===== src/rtl/uni_bus_arbiter.sv =====
// uni_bus_arbiter: sequencer/arbiter for the shared 8-bit unified bus and
// single-port memory. Each granted access is an address phase followed by a
// data phase. The arbiter owns the bus tri-state enable so that only one
// agent (this block or the memory) drives the bus in any cycle.
// Build option: define UBA_RR_EN for round-robin arbitration; otherwise
// fixed priority (lowest index wins).
module uni_bus_arbiter #(
  parameter int N_REQ = 2,
  parameter int W     = 8
) (
  input  logic               CLK,
  input  logic               RST,
  input  logic [N_REQ-1:0]   req,
  input  logic [N_REQ-1:0]   we,
  input  logic [N_REQ*W-1:0] addr,
  input  logic [N_REQ*W-1:0] wdata,
  output logic [N_REQ-1:0]   gnt,
  output logic [N_REQ-1:0]   done,
  output logic [W-1:0]       rdata,
  output logic [1:0]         mem_cmd,
  output logic               bus_oe,
  output logic [W-1:0]       bus_out,
  input  logic [W-1:0]       bus_in
);

  localparam int IW = $clog2(N_REQ);

  typedef enum logic [2:0] {
    S_IDLE = 3'b001,
    S_ADDR = 3'b010,
    S_DATA = 3'b100
  } state_t;

  localparam logic [1:0] CMD_IDLE  = 2'b00;
  localparam logic [1:0] CMD_READ  = 2'b01;
  localparam logic [1:0] CMD_WRITE = 2'b10;

  state_t            state;
  state_t            state_nxt;
  logic [N_REQ-1:0]  gnt_q;
  logic              we_q;
  logic [W-1:0]      addr_q;
  logic [W-1:0]      wdata_q;
  logic [N_REQ-1:0]  req_elig;
  logic [IW-1:0]     start_idx;
  logic [IW-1:0]     win_idx;
  logic              win_vld;
  logic [IW:0]       cand;
  logic              grant_now;

`ifdef UBA_RR_EN
  logic [IW-1:0] rr_ptr;

  // Search begins one past the last winner, wrapping at N_REQ.
  always_comb begin
    start_idx = (rr_ptr == IW'(N_REQ - 1)) ? '0 : rr_ptr + 1'b1;
  end

  // Round-robin pointer follows the winner of every grant; reset value makes
  // requester 0 the first to be searched.
  always_ff @(posedge CLK or negedge RST) begin
    if (!RST) begin
      rr_ptr <= IW'(N_REQ - 1);
    end else if (grant_now) begin
      rr_ptr <= win_idx;
    end
  end
`else
  assign start_idx = '0;
`endif

  // Winner search; the finishing owner is masked so it cannot win twice in a row.
  always_comb begin
    // NOTE: every variable gets a value before any branch, so no latch can be inferred.
    req_elig = req;
    win_vld  = 1'b0;
    win_idx  = '0;
    cand     = '0;
    if (state == S_DATA) req_elig = req & ~gnt_q;
    for (int i = 0; i < N_REQ; i++) begin
      cand = {1'b0, start_idx} + (IW+1)'(i);
      if (cand >= (IW+1)'(N_REQ)) cand = cand - (IW+1)'(N_REQ);
      if (!win_vld && req_elig[cand[IW-1:0]]) begin
        win_vld = 1'b1;
        win_idx = cand[IW-1:0];
      end
    end
  end

  assign grant_now = win_vld && (state == S_IDLE || state == S_DATA);

  // State register.
  always_ff @(posedge CLK or negedge RST) begin
    // NOTE: sequential state uses non-blocking assignment so every register samples pre-edge values.
    if (!RST) state <= S_IDLE;
    else      state <= state_nxt;
  end

  // Next-state logic: ADDR and DATA last one cycle each; DATA may chain into ADDR.
  always_comb begin
    state_nxt = state;
    unique case (state)
      S_IDLE:  if (win_vld) state_nxt = S_ADDR;
      S_ADDR:  state_nxt = S_DATA;
      S_DATA:  state_nxt = win_vld ? S_ADDR : S_IDLE;
      default: state_nxt = S_IDLE;
    endcase
  end

  // Latch the winner's request at the grant edge; later input changes are ignored.
  always_ff @(posedge CLK or negedge RST) begin
    if (!RST) begin
      gnt_q   <= '0;
      we_q    <= 1'b0;
      addr_q  <= '0;
      wdata_q <= '0;
    end else if (grant_now) begin
      gnt_q   <= N_REQ'(1) << win_idx;
      we_q    <= we[win_idx];
      addr_q  <= addr[int'(win_idx)*W +: W];
      wdata_q <= wdata[int'(win_idx)*W +: W];
    end else if (state == S_DATA) begin
      gnt_q   <= '0;
    end
  end

  // Bus, memory command and completion outputs decoded from the registered state.
  always_comb begin
    bus_oe  = 1'b0;
    bus_out = '0;
    mem_cmd = CMD_IDLE;
    done    = '0;
    rdata   = '0;
    unique case (state)
      S_ADDR: begin
        bus_oe  = 1'b1;
        bus_out = addr_q;
        mem_cmd = we_q ? CMD_WRITE : CMD_READ;
      end
      S_DATA: begin
        done = gnt_q;
        if (we_q) begin
          bus_oe  = 1'b1;
          bus_out = wdata_q;
        end else begin
          rdata = bus_in;
        end
      end
      default: ;
    endcase
  end

  assign gnt = gnt_q;

endmodule


===== config.mk =====
export PLATFORM = sky130hd
export DESIGN_NAME = uni_bus_arbiter
export DESIGN_NICKNAME = d
export VERILOG_FILES = /design/src/rtl/uni_bus_arbiter.sv
export SDC_FILE = /design/constraint.sdc
export NUM_CORES = 1
export LEC_CHECK = 0
export ABC_AREA = 1
export CELL_PAD_IN_SITES_DETAIL_PLACEMENT = 0
export CELL_PAD_IN_SITES_GLOBAL_PLACEMENT = 2
export CORE_MARGIN = 2
export CORE_UTILIZATION = 22
export DETAILED_ROUTE_END_ITERATION = 16
export PLACE_DENSITY_LB_ADDON = 0.1
export SYNTH_ARGS = -nofsm -noshare
export SYNTH_HDL_FRONTEND = slang
export SYNTH_SLANG_ARGS = --single-unit

===== constraint.sdc =====
create_clock -name CLK -period 2.75 [get_ports CLK]
set_clock_uncertainty 0.2 [all_clocks]
set_input_delay 0.825 -clock CLK [delete_from_list [all_inputs] [get_ports CLK]]
set_output_delay 0.825 -clock CLK [all_outputs]
set_load 0.01 [all_outputs]

==> results.json <==
{
  "grt_pass1_wl_mm": 7.18,
  "grt_pass1_vias": 1443,
  "synth_top_family_by_area": "simple AND/OR/NAND/NOR gates",
  "worstHoldStart": "wdata_q[6]",
  "drive_gt1_frac": 0.150,
  "setup_tns_ns": 0,
  "synth_warnings": 0,
  "final_common_cell": "nand2_1",
  "syn-num-nets": 223,
  "crit_family": "buffers and inverters",
  "holdBufCountCts": 0,
  "via_count": 1392,
  "core.rowCount": 28,
  "drtPass1Iterations": 4,
  "antenna_found_initial": 0,
  "cp-end-kind": "output port",
  "worst_setup_path_start_kind": "input pin",
  "slew_viol_final": 0,
  "die_h_microns": 81.5,
  "dieArea_sq_um": 6650,
  "numCtsBuffers": 3,
  "io_buffer_count": 68,
  "grt_max_degree": 23,
  "ys_seq_elements": 22,
  "timing.final.crit_period_ns": 2.70,
  "cp_max_fo": 1,
  "hold_path_class": "register to register",
  "cts_tree": "built",
  "timing.rr.start": "state[0]",
  "synthXorXnorAreaFrac": 0,
  "netlist_area_sq_um": 1320,
  "dpl_cell_area_sq_um": 2100,
  "final_antenna_net_count": 0,
  "setup_viol": 0,
  "hpwl_mm": 3.11,
  "post-route-drc-count": 0,
  "overflow": 0,
  "outcome": "finished, final reports clean",
  "yosysUniqueCellTypes": 18,
  "power_w": 0.00178,
  "start_util": 0.226,
  "synthAdderAreaFrac": 0,
  "final_cell_mix": "64 x nand2_1, 50 x clkdlybuf4s50_1, 22 x nand3_1, 20 x dfrtp_1, 17 x nand4_1",
  "worst_pin_slew_ns": 0.490,
  "path_buf_inv": 2,
  "first_iter_violations": 65,
  "syn_avg_cell_area_sq_um": 7.47,
  "peakVddDrop_mv": 0.293,
  "post-route-period-util": 0.981,
  "final_nets": 294,
  "wl_mm": 4.39,
  "worstPathArrival_ns": 1.67,
  "io_pins": 69,
  "yosys.area_share.simple": 0.451,
  "final_core_util": 0.364,
  "cts_setup_buffers": 0,
  "grt_usage": 0.143,
  "final_area_sq_um": 2130,
  "routedWlPerCell_microns": 13.6,
  "crit_start": "bus_in[6]",
  "leakage_nw": 0.984,
  "maxCapViolCount": 0,
  "hold_viol_final": 0,
  "core_area_sq_um": 5850,
  "syn_inst": 177,
  "area_growth_pct": 60.8,
  "htreeDepth": 1,
  "cts_sinks": 22,
  "synth-compound-area-share": 0.0341,
  "cp_slowest_cell": "clkdlybuf4s50_1",
  "cp.required_ns": 1.73,
  "clock_latency_ns": 0.26,
  "clockBufferDepth": 2,
  "clock-root-buffer": "clkbuf_8",
  "die_w_microns": 81.5,
  "path_clk_slew_ns": 0.09,
  "crit_chain": "clkdlybuf4s50_1 > nand2_1 > nor2_1 > dlygate4sd2_1",
  "cpPeakStageDelay_ns": 0.45,
  "yosys-mux-area-fraction": 0,
  "rsz0062_at_grt": "false",
  "num_antenna_cells": 0,
  "critPathKind": "input pin to output port",
  "fmax_mhz": 371,
  "via_per_inst": 4.32,
  "synth-seq-area-share": 0.417,
  "p_per_area_nw_per_um2": 836,
  "slew_headroom": 0.672,
  "gp_congestion": 0.661
}
[registers in the layout, summed over array words and instances, names as in the netlist]
register and flops:
wdata_q 8, we_q 1, state 3, addr_q 8, gnt 2
[worst min-delay path, stage by stage, from the launching register on]
cell and delay (ns):
dfrtp_1 0.35, nand2_1 0.05, nand3_1 0.05
[layout make-up]
cell class / instances / area [sq um]
multi-input cells: 134 / 642
repair buffers: 77 / 728
clock buffers: 3 / 41.3
inverters: 10 / 38.8
flip-flops and latches: 22 / 553
clock inverters: 1 / 30.0
fillers: 647 / 3720
well taps: 75 / 93.8
[power breakdown]
group | internal [W] | switching, W | leakage (nW)
Sequential | 0.000486 | 0.000117 | 0.270
Clock | 0.000194 | 0.000112 | 0.0357
Combinational | 0.000362 | 0.000506 | 0.678
Total | 0.00104 | 0.000735 | 0.984
[layer usage]
layer,GRT usage,share of wire
met1,0.181,0.46
met2,0.247,0.49
met3,0.0385,0.049
met4,0.0203,0.0048
met5,0,0
[cell usage after synthesis (all sizes together)]
master	number	area [sq um]
buf	11	91.3
nor2	15	73.8
dfrtp	21	526
nand2	69	287
inv	8	30.0
dfstp	1	26.3
o21ai	9	45.0
nand3	24	130
nand4	17	106
clkinv	2	7.51
[worst paths after layout]
check / end / slack (ns) / cells after the start
min: wdata_q[6] / 0.29 / 2
max reg2reg: we_q / 0.70 / 9
max: rdata[6] / 0.05 / 4
max in group asynchronous: state[0] / 1.35 / 2
min reg2reg: wdata_q[6] / 0.29 / 2
min in group asynchronous: addr_q[3] / 0.72 / 2
[repair_timing]
action	4_1_cts	5_1_grt
gates cloned	0	0
resized for setup	18	28
endpoints found under the setup margin	18	17
[per-stage QoR]
step	setup WS, ns	cells	hold WS [ns]
after floorplan	0.587	177	0.252
after global placement	-0.281	318	0.267
after detailed placement	-0.267	318	0.269
after CTS	0.000866	322	0.293
after global routing	0.000881	322	0.312
final	0.0523	322	0.287
[cell families after synthesis]
group                  count (synthesis)
and+or+nand+nor                      125
DFF                                   22
buffers and inverters                 21
AOI/OAI and AO/OA                      9
(Power assumes the default switching activity.)
